--- src/rtl/regfile_wb_arbiter.sv ---
// Round-robin write-back arbiter for the register file's single write port,
// with a per-register busy scoreboard and a saturating contention counter.
module regfile_wb_arbiter #(
    parameter int DATA_WIDTH = 32,
    parameter int ADDR_WIDTH = 5,
    parameter int CNT_WIDTH  = 16
) (
    input  logic                       clk,
    input  logic                       reset,
    input  logic                       a_valid,
    output logic                       a_ready,
    input  logic [ADDR_WIDTH-1:0]      a_rd,
    input  logic [DATA_WIDTH-1:0]      a_data,
    input  logic                       b_valid,
    output logic                       b_ready,
    input  logic [ADDR_WIDTH-1:0]      b_rd,
    input  logic [DATA_WIDTH-1:0]      b_data,
    input  logic                       alloc_valid,
    input  logic [ADDR_WIDTH-1:0]      alloc_rd,
    output logic [(1<<ADDR_WIDTH)-1:0] busy_mask,
    output logic [ADDR_WIDTH-1:0]      rf_write_reg,
    output logic                       rf_write_enable,
    output logic [DATA_WIDTH-1:0]      rf_write_data,
    output logic [CNT_WIDTH-1:0]       conflict_count
);
    localparam int NREG = 1 << ADDR_WIDTH;

    function automatic logic [CNT_WIDTH-1:0] sat_inc(input logic [CNT_WIDTH-1:0] v);
        return (&v) ? v : v + {{(CNT_WIDTH-1){1'b0}}, 1'b1};
    endfunction

    // prio = 0 favours A, 1 favours B when both are valid
    logic                  prio;
    logic                  transfer_p0;
    logic [ADDR_WIDTH-1:0] wr_rd_p0;
    logic [DATA_WIDTH-1:0] wr_data_p0;
    logic [NREG-1:0]       busy_next;

    assign a_ready     = a_valid && (!b_valid || !prio);
    assign b_ready     = b_valid && (!a_valid || prio);
    assign transfer_p0 = a_valid || b_valid;
    assign wr_rd_p0    = b_ready ? b_rd   : a_rd;
    assign wr_data_p0  = b_ready ? b_data : a_data;

    // Stage p0 -> p1: winning write-back registered onto the write port
    always_ff @(posedge clk or posedge reset) begin
        if (reset) begin
            prio            <= 1'b0;
            rf_write_enable <= 1'b0;
            rf_write_reg    <= '0;
            rf_write_data   <= '0;
        end else if (transfer_p0) begin
            prio            <= a_ready;
            rf_write_enable <= (wr_rd_p0 != '0);
            rf_write_reg    <= wr_rd_p0;
            rf_write_data   <= wr_data_p0;
        end else begin
            rf_write_enable <= 1'b0;
        end
    end

    // Clear on the register-file write edge; a same-edge alloc re-marks the bit busy
    always_comb begin
        busy_next = busy_mask;
        if (rf_write_enable)
            busy_next[rf_write_reg] = 1'b0;
        if (alloc_valid)
            busy_next[alloc_rd] = 1'b1;
        busy_next[0] = 1'b0;
    end

    always_ff @(posedge clk or posedge reset) begin
        if (reset) begin
            busy_mask      <= '0;
            conflict_count <= '0;
        end else begin
            busy_mask <= busy_next;
            if (a_valid && b_valid)
                conflict_count <= sat_inc(conflict_count);
        end
    end
endmodule

--- config.mk ---
export PLATFORM = sky130hd
export DESIGN_NAME = regfile_wb_arbiter
export DESIGN_NICKNAME = d
export VERILOG_FILES = /design/src/rtl/regfile_wb_arbiter.sv
export SDC_FILE = /design/constraint.sdc
export NUM_CORES = 1
export LEC_CHECK = 0
export ABC_AREA = 1
export BUFFER_PORTS_ARGS = -buffer_cell sky130_fd_sc_hd__buf_4
export CAP_MARGIN = 25
export CORE_UTILIZATION = 43
export DETAILED_ROUTE_END_ITERATION = 10
export GPL_ROUTABILITY_DRIVEN = 0
export PLACE_DENSITY = 0.76
export SLEW_MARGIN = 5
export SYNTH_ARGS = -nofsm -noshare
export SYNTH_HDL_FRONTEND = slang
export SYNTH_SLANG_ARGS = --single-unit
--- constraint.sdc ---
create_clock -name clk -period 2.5 [get_ports clk]
set_input_delay 0.375 -clock clk [delete_from_list [all_inputs] [get_ports clk]]
set_output_delay 0.375 -clock clk [all_outputs]
set_load 0.005 [all_outputs]
# Yosys cells after proc, flatten, opt, wreduce, memory -nomap -nowiden
# Cells that the tools add are included.
# classes
reduce_logical	14
n_lt_le_gt_ge	4
n_mux	9
n_bitwise	4
addsub	1
# ops
cell	count
32-bit 2-to-1 mux	3
32-bit AND	1
32-bit NOT	1
32-bit OR	1
16-bit by 1-bit adder with 16-bit output, second input constant	1
16-bit AND reduction	1
5-bit by 6-bit less-than comparator with 1-bit output, second input constant	2
1-bit demux with 5-bit select	2
5-bit by 1-bit >= comparator with 1-bit output, second input constant	2
1-bit logical AND	5
5-bit 2-to-1 mux	1
5-bit nonzero test	1
1-bit logical NOT	3
1-bit logical OR	3
1-bit 2-to-1 mux	3
2-bit AND reduction	1
1-bit NOT	1
# word_totals
input_bits	84
wordCells	38
regBits	86

# Longest topological paths before layout
# Gate-level depths: netlist (run 1).
# depth
word_depth	9
ltp_mapped	9

# Worst setup path after synthesis (run 1)
# Ideal clock, no wire load.
# synth_timing
kind	reg-to-reg
from	reg conflict_count[0]
to	reg conflict_count[8]
stages_incl_launch_ff	10
required_time_ps	2382
slack_ps	1071
arrival_time_ps	1311
setup_time_ps	118
path_cell_list	dfrtp_1 -> ha_1 -> nand2_1 -> nor2_2 -> nand3_2 -> nand2_4 -> nand2_4 -> buf_6 -> nand2_1 -> o21ai_2
# synth_via
elab_chain_cells	3
word_cells_on_any_way	4
# synth_rtl
element	line_no	text
start: declaration	24	output logic [CNT_WIDTH-1:0] conflict_count
start signal: assignment	79	conflict_count <= sat_inc(conflict_count);
branches (longest 3 deep; another with 16-bit by 1-bit adder with 16-bit output)	-	
# Parallel ways; which one is timed is not known.
# A chain may end at the register's enable or synchronous reset.

# Final worst setup path (run 1)
# layout_timing
from	reg prio
to	out b_ready
# layout_via
elab_chain_cells	2
# layout_rtl
element	line_no	text
start: declaration	33	logic prio;
start signal: assignment	53	prio <= a_ready;
1-bit logical OR	40	assign b_ready = b_valid && (!a_valid || prio);
1-bit logical AND	40	
end: declaration	15	output logic b_ready,
# Every way passes these cells.

==> reports/metrics.yaml, run 1 <==
synth:
  synth_compound_area_frac: 0.1651
  synth_edf_count: 0
  syn_nets: 577
  synth_xor_area_frac: 0.01706
  synthMuxAreaShare: 0
  synth-seq-area-share: 0.5241
  async_flop_share: 1.000
  netlist_area_um2: 4106
  synthCells: 492
  synthTopCellsByArea: "dfrtp_1 52%, nand2_1 9.0%, o21ai_0 8.5%"
  ys_seq_elements: 86
  yosysTopAreaCellShare: 0.5241
  synthTopCellsByCount: "98 x nand2_1, 86 x dfrtp_1, 81 x nor2_1"
  synth_top_family_by_area: "simple AND/OR/NAND/NOR gates"
  yosys.area_share.simple: 0.2325
  avgSynthCellArea_um2: 8.346
  yosysTopAreaCell: "dfrtp_1"
  dominantRegCellSynth: "dfrtp_1"
  synth_fa_ha_area_frac: 0.003047
  yosysWarnings: 0
  ys_types: 25
  synth.most_common_cell: "nand2_1"
placement:
  place_area_um2: 5488
  place_ws_ns: 0.6653
  numPortBuffers: 170
  place_inst: 776
  dpl.hpwl_mm: 8.348
cells_and_area:
  nets: 743
  final_util: 0.6169
  top_regs: "rf_write_data: 32 flops, busy_mask: 31 flops, conflict_count: 16 flops"
  num_antenna_cells: 0
  design_area_um2: 5700
  fillers: 821
  drive_gt1_frac: 0.3122
  final_cells: 792
  largest_register_ff_count: 32
  largest-register: "rf_write_data"
  area_delta_synth_final_pct: 38.82
power:
  sw_frac_of_total: 0.3235
  clockPowerShare: 0.231
  p_sw_mw: 1.467
  p_leak_nw: 2.742
  pwr-share-comb: 0.313
  ir_worst_vdd_mv: 0.3587
  p_seq_frac: 0.456
  internal_power_mw: 3.067
  cellPowerDensity_nw_per_um2: 795.5
  total_power_mw: 4.535
floorplan:
  die-area_um2: 9945
  row_count: 35
  design.core.area_um2: 9240
  pin_count: 172
  die_y_um: 99.73
  initial_core_util: 0.4444
  die-width_um: 99.73
cts:
  ctsLongestPathBuffers: 2
  clock_latency_ns: 0.35
  clk_pin_slew_ns: 0.09
  postCtsHoldBufs: 0
  postCtsSetupBuffers: 0
  cts_buffers: 9
  tritoncts: "done"
  clockRootBuffer: "clkbuf_8"
  htree_levels: 3
  clock_sinks: 86
  cts_resized: 0
timing:
  finalSetupViolations: 0
  final-max-slew-violation-count: 0
  worst_pin_slew_ns: 0.7538
  hold_viol: 0
  tns_ns: 0
  clock.fmax_mhz: 583.1
  final.min_clock_period_ns: 1.715
  fin_ws_ns: 0.7849
  rsz0062_at_grt: "false"
  maxSlewHeadroom: 0.4964
  hold_ws_ns: 0.1413
  skew_ns: 0.007838
  period_share: 0.6860
routing:
  dr.pass1.iters: 4
  route.vias.total: 4014
  wl_per_cell_um: 14.39
  drt-initial-drc-count: 154
  wl_mm: 11.40
  drtAntennaViolNets: 0
  viasPerCell: 5.068
  route.detailed.drc: 0
grt:
  grt_max_degree: 65
  grt_pass1_vias: 3948
  grt_pass1_wl_mm: 18.61
  gr-usage-all-layers: 0.2381
  antenna_found_initial: 0
  overflow: 0
setup_path:
  critPathCaptureType: "output port"
  r2r_cells: 5
  critPathSlowestCell: "dfrtp_1"
  worstSetupStartpointType: "flip-flop"
  path_max_fanout: 21
  crit_required_ns: 2.12
  slowest_delay_ns: 0.40
  crit_chain: "nand2_1, nand2_2, buf_4"
  criticalPathCategory: "flip-flop to output port"
  critPathArrivalTime_ns: 1.34
worst_hold_path:
  hold_class: "input port to async pin"
status:
  outcome: "completed"
flow_run:
  drv_cap: 0
per-layer routing:
| metal | vias to the layer above | routed length [um] | track usage |
|---|---|---|---|
| met4 | 0 | 211 | 0.08145 |
| met5 | - | 0 | 0 |
| met3 | 17 | 848 | 0.06395 |
| met1 | 1871 | 4637 | 0.2883 |
| li1 | 1969 | - | - |
| met2 | 157 | 5698 | 0.4090 |
final cells by class:
type / instances / area [um^2] / area share
Inverter: 34 / 131.4 / 0.02305
Timing Repair Buffer: 173 / 1324 / 0.2322
Tap cell: 129 / 161.4 / 0.02831
Multi-Input combinational cell: 354 / 1719 / 0.3016
Clock inverter: 6 / 75.07 / 0.01317
Clock buffer: 10 / 137.6 / 0.02414
Sequential cell: 86 / 2152 / 0.3775
layout by cell type, fill, tap and decap left out, types with 2 or more instances in the layout:
cell and n:
nor2_2 2, nand2_1 98, buf_12 2, inv_1 30, nand3_1 40, clkbuf_8 10, dfrtp_1 86, nand2_2 2
inv_2 3, o21ai_2 6, o21ai_0 70, buf_4 171, o31ai_1 32, nand2_4 2, o21ai_1 4, xor2_1 8
nor2_1 81, nand4_1 3, clkinvlp_4 2, inv_6 2
critical path, delay by kind of cell (launching register included):
family	cells	cell delay, ns
and+or+nand+nor	2	0.35
buffers and inverters	1	0.24
DFF	1	0.40
path summary, 6_finish.rpt:
kind,start,to,slack [ns]
max in group asynchronous,reset,conflict_count[14]$_DFFE_PP0P_,1.66
min in group clk,a_valid,prio$_DFFE_PP0P_,0.29
setup reg to reg,prio$_DFFE_PP0P_,rf_write_data[17]$_DFFE_PP0P_,0.80
hold reg to reg,rf_write_data[22]$_DFFE_PP0P_,rf_write_data[22]$_DFFE_PP0P_,0.50
setup / recovery,prio$_DFFE_PP0P_,b_ready,0.78
hold / removal,reset,rf_write_data[4]$_DFFE_PP0P_,0.14
cells by family (layout without fill, tap and decap cells):
logic type | Yosys count | after routing
other cells | 1 | 1
buf+inv | 52 | 223
xor+xnor | 8 | 8
flops | 86 | 86
simple gates | 230 | 230
compound gates | 114 | 114
fa+ha+maj | 1 | 1
power by group through the flow:
| stage | clock network, mW | logic, mW | registers (mW) |
|---|---|---|---|
| finish | 1.05 | 1.42 | 2.07 |
| global route | 1.13 | 1.57 | 2.11 |
| CTS | 1.07 | 1.44 | 2.07 |
| detailed placement | 0 | 1.43 | 2.09 |
| global placement | 0 | 1.39 | 2.08 |
| floorplan | 0 | 0.552 | 2.07 |
No activity file was read; power rests on OpenSTA's default activity.
==> run 2, diff against run 1 <==
Clock period 2.5 ns to 1.4 ns, I/O delays scaled along.
==> reports/metrics.yaml, run 2 (synthesis results as in run 1) <==
status:
  outcome: "finished, violations left"
  violations: "negative setup slack"
timing:
  rsz0062_at_grt: "true"
  final.min_clock_period_ns: 1.479
  skew_ns: 0.01059
  hold_viol: 0
  period_share: 1.056
  finalSetupViolations: 16
  tns_ns: -0.8271
  hold_ws_ns: 0.1244
  final-max-slew-violation-count: 0
  clock.fmax_mhz: 676.1
  fin_ws_ns: -0.07900
floorplan:
  die-area_um2: 9945
  design.core.area_um2: 9240
  die-width_um: 99.73
  die_y_um: 99.73
  row_count: 35
  initial_core_util: 0.4444
  pin_count: 172
setup_path:
  slowest_delay_ns: 0.44
  crit_required_ns: 1.69
  cp_common_cell: "nand2_2"
  critPathArrivalTime_ns: 1.77
  path_max_fanout: 6
  cp_top_family: "simple AND/OR/NAND/NOR gates"
  critPathSlowestCell: "dfrtp_2"
  crit_chain: "nand2_2, nor2_1, nand3_4, nand2_8, buf_6, nand3_2, nand2_2"
  criticalPathCategory: "flip-flop to flip-flop"
  critPathCaptureType: "flip-flop"
  worstSetupStartpointType: "flip-flop"
  path_buf_inv: 1
cts:
  cts_buffers: 9
  clock_latency_ns: 0.36
  clockRootBuffer: "clkbuf_8"
  clk_pin_slew_ns: 0.09
  tritoncts: "done"
  htree_levels: 3
  clock_sinks: 86
  ctsLongestPathBuffers: 2
cells_and_area:
  largest_register_ff_count: 32
  drive_gt1_frac: 0.3896
  mostFrequentLayoutCell: "buf_4"
  nets: 773
  num_antenna_cells: 0
  largest-register: "rf_write_data"
  final_cell_mix: "187 x buf_4, 85 x nand2_1, 81 x dfrtp_1, 77 x nor2_1, 66 x o21ai_0"
  top_regs: "rf_write_data: 32 flops, busy_mask: 31 flops, conflict_count: 16 flops"
  design_area_um2: 6217
  area_delta_synth_final_pct: 51.40
worst_hold_path:
  hold_class: "input port to flip-flop"
grt:
  gr-usage-all-layers: 0.2382
  antenna_found_initial: 0
  grt_pass1_wl_mm: 18.83
  overflow: 0
  grt_pass1_vias: 4007
  grt_max_degree: 87
routing:
  drt-initial-drc-count: 146
  route.detailed.drc: 0
  route.vias.total: 4278
  dr.pass1.iters: 4
  viasPerCell: 5.204
  drtAntennaViolNets: 0
  wl_mm: 12.52
  wl_per_cell_um: 15.23
power:
  ir_worst_vdd_mv: 0.6033
  cellPowerDensity_nw_per_um2: 1359
  p_leak_nw: 2.962
placement:
  dpl.hpwl_mm: 8.392
  numPortBuffers: 170
  place_area_um2: 5650
flow_run:
  drv_cap: 0
-- run 2: cell types whose count changed in the layout (fill, tap and decap cells not counted), moves of 4 or more --
cell | previous run | this run
o21ai_0 | 70 | 66
dfrtp_2 | 0 | 5
nor2_1 | 81 | 77
nand2_8 | 0 | 4
dfrtp_1 | 86 | 81
buf_4 | 171 | 187
nand2_1 | 98 | 85
nand3_2 | 1 | 9
nand3_1 | 40 | 31
nand2_2 | 2 | 11
buf_6 | 0 | 5
-- run 2: timing repair --
item / CTS / global route
buffers inserted: 2 / 4
endpoints found under the setup margin: 14 / 34
pin swaps: 2 / 19
gates resized for setup: 7 / 52
hold buffers: 1 / 0
cloned: 0 / 5
hold endpoints to repair: 30 / 0
-- run 2: cell type report --
type,count,area [um^2]
Clock buffer,10,137.6
Clock inverter,6,76.32
Fill cell,741,3023
Inverter,34,131.4
Multi-Input combinational cell,357,1942
Sequential cell,86,2158
Tap cell,129,161.4
Timing Repair Buffer,200,1610
-- run 2: worst register-to-register path, stage by stage (launching register included) --
cell and delay, ns:
dfrtp_2 0.44, nand2_2 0.10, nor2_1 0.26, nand3_4 0.15, nand2_8 0.17, buf_6 0.16
nand3_2 0.07, nand2_2 0.06
-- run 2: per-stage QoR --
step	cells	setup slack [ns]	util	total power, mW
after global routing	822	-0.1155	0.6729	8.953
after detailed placement	794	-0.03974	0.6115	6.391
final	822	-0.07900	0.6729	8.451
after CTS	813	-0.002672	0.6406	8.302
after global placement	794	0.05187	0.6115	6.276
after floorplan	492	-0.02576	-	4.678
-- run 2: path summary, 6_finish.rpt --
path / from / to / slack, ns / cells past startpoint
hold / removal: a_valid / prio$_DFFE_PP0P_ / 0.12 / 3
setup / recovery: conflict_count[9]$_DFFE_PP0P_ / conflict_count[10]$_DFFE_PP0P_ / -0.08 / 7
hold reg to reg: rf_write_data[18]$_DFFE_PP0P_ / rf_write_data[18]$_DFFE_PP0P_ / 0.49 / 2
setup reg to reg: conflict_count[9]$_DFFE_PP0P_ / conflict_count[10]$_DFFE_PP0P_ / -0.08 / 7
min in group asynchronous: reset / rf_write_data[7]$_DFFE_PP0P_ / 0.51 / 4
max in group asynchronous: reset / conflict_count[5]$_DFFE_PP0P_ / 0.50 / 4
-- run 2: metal layers --
metal / track usage / wire length (um)
met5: 0 / 0
met4: 0.09502 / 334
met3: 0.06254 / 1060
met2: 0.3841 / 6180
met1: 0.3055 / 4938
-- run 2: power breakdown --
group          leakage (nW)  total, mW  internal [mW]  switching (mW)
registers              1.02       3.70           3.19           0.510
clock network         0.109       1.89          0.906           0.989
logic                  1.83       2.86           1.57            1.29
==> run 3, diff against run 2 <==
Settings changed: CTS_BUF_LIST set to sky130_fd_sc_hd__clkbuf_16.
==> reports/metrics.yaml, run 3 (synthesis results as in run 1) <==
status:
  outcome: "finished, violations left"
  violations: "negative setup slack"
power:
  total_power_mw: 8.992
  cellPowerDensity_nw_per_um2: 1438
  p_leak_nw: 2.994
  ir_worst_vdd_mv: 0.6508
timing:
  final.min_clock_period_ns: 1.422
  hold_viol: 0
  finalSetupViolations: 6
  tns_ns: -0.06323
  fin_ws_ns: -0.02189
  skew_ns: 0.01010
  rsz0062_at_grt: "true"
  period_share: 1.016
  hold_ws_ns: 0.003817
  clock.fmax_mhz: 703.3
  final-max-slew-violation-count: 0
flow_run:
  drv_cap: 0
routing:
  route.vias.total: 4279
  dr.pass1.iters: 5
  drtAntennaViolNets: 0
  wl_per_cell_um: 14.93
  wl_mm: 12.28
  route.detailed.drc: 0
  drt-initial-drc-count: 177
  viasPerCell: 5.206
setup_path:
  cp_top_family: "simple AND/OR/NAND/NOR gates"
  worstSetupStartpointType: "flip-flop"
  critPathSlowestCell: "dfrtp_1"
  critPathCaptureType: "flip-flop"
  path_max_fanout: 6
  crit_chain: "ha_2, nand2_2, nor2_4, nand3_4, nand2_8, buf_6, nand3_2, nand2_1"
  crit_required_ns: 1.66
  criticalPathCategory: "flip-flop to flip-flop"
  critPathArrivalTime_ns: 1.68
  cp_num_cells: 8
  slowest_delay_ns: 0.37
  path_buf_inv: 1
  r2r_cells: 8
worst_hold_path:
  hold_class: "input port to async pin"
cells_and_area:
  multi_input_area_um2: 1912
  fillers: 727
  area_delta_synth_final_pct: 52.29
  num_antenna_cells: 0
  final_util: 0.6768
  seq_area_um2: 2157
  final_cell_mix: "190 x buf_4, 84 x nand2_1, 82 x dfrtp_1, 78 x nor2_1, 69 x o21ai_0"
  top_regs: "rf_write_data: 32 flops, busy_mask: 31 flops, conflict_count: 16 flops"
  largest-register: "rf_write_data"
  drive_gt1_frac: 0.3853
  largest_register_ff_count: 32
  mostFrequentLayoutCell: "buf_4"
  nets: 773
cts:
  clock_sinks: 86
  tritoncts: "done"
  clk_pin_slew_ns: 0.07
  clock_latency_ns: 0.34
  htree_levels: 3
  ctsLongestPathBuffers: 2
  clockRootBuffer: "clkbuf_16"
  cts_buffers: 9
  postCtsHoldBufs: 0
floorplan:
  die-width_um: 99.73
  pin_count: 172
  die_y_um: 99.73
  design.core.area_um2: 9240
  die-area_um2: 9945
  initial_core_util: 0.4444
  row_count: 35
grt:
  antenna_found_initial: 0
  grt_pass1_wl_mm: 19.09
  overflow: 0
  grt_max_degree: 87
  grt_pass1_vias: 4017
  gr-usage-all-layers: 0.2418
placement:
  numPortBuffers: 170
  place_ws_ns: -0.03974
  dpl.hpwl_mm: 8.392
==> run 3: timing repair <==
item,4_1_cts,5_1_grt
pin swaps,0,22
setup buffers,1,7
setup endpoints to repair,16,17
resized for setup,5,44
gates cloned,1,3
==> run 3: power by group <==
part	switching [mW]	total, mW	internal [mW]
clock network	1.05	2.46	1.41
registers	0.502	3.69	3.19
logic	1.28	2.84	1.56
total	2.84	8.99	6.16
==> run 3: layout make-up <==
cell class,count,area share
sequential,86,0.3449
multi-input combinational,357,0.3057
timing repair buffer,200,0.2537
clock buffer,9,0.03601
tap,129,0.02581
inverter,34,0.02101
clock inverter,7,0.01281
==> run 3: tightest hold or removal path, stage by stage <==
cell and delay [ns]:
buf_4 0.12, clkinvlp_4 0.07, buf_12 0.38
==> run 3: per-stage QoR <==
step | instances | instance area, um^2
3_3_place_gp | 794 | 5650
6_report | 822 | 6254
4_1_cts | 812 | 5998
2_1_floorplan | 492 | 4113
3_5_place_dp | 794 | 5650
5_1_grt | 822 | 6254
==> run 3: worst paths after layout <==
kind                                                  to                     startpoint  slack, ns
setup / recovery           conflict_count[5]$_DFFE_PP0P_  conflict_count[1]$_DFFE_PP0P_      -0.02
hold / removal              rf_write_data[7]$_DFFE_PP0P_                          reset      0.004
setup reg to reg           conflict_count[5]$_DFFE_PP0P_  conflict_count[1]$_DFFE_PP0P_      -0.02
hold reg to reg            rf_write_data[18]$_DFFE_PP0P_  rf_write_data[18]$_DFFE_PP0P_       0.48
max in group asynchronous  conflict_count[5]$_DFFE_PP0P_                          reset       1.04
min in group clk                        prio$_DFFE_PP0P_                        a_valid       0.14
==> run 3: routing by layer <==
layer,vias to the layer above,GRT usage,part of all wire,routed length [um]
met1,2027,0.3084,0.40,4946
met3,23,0.06465,0.082,1002
met4,0,0.09276,0.020,245
met2,191,0.3926,0.50,6081
li1,2038,-,-,-
met5,-,0,0,0
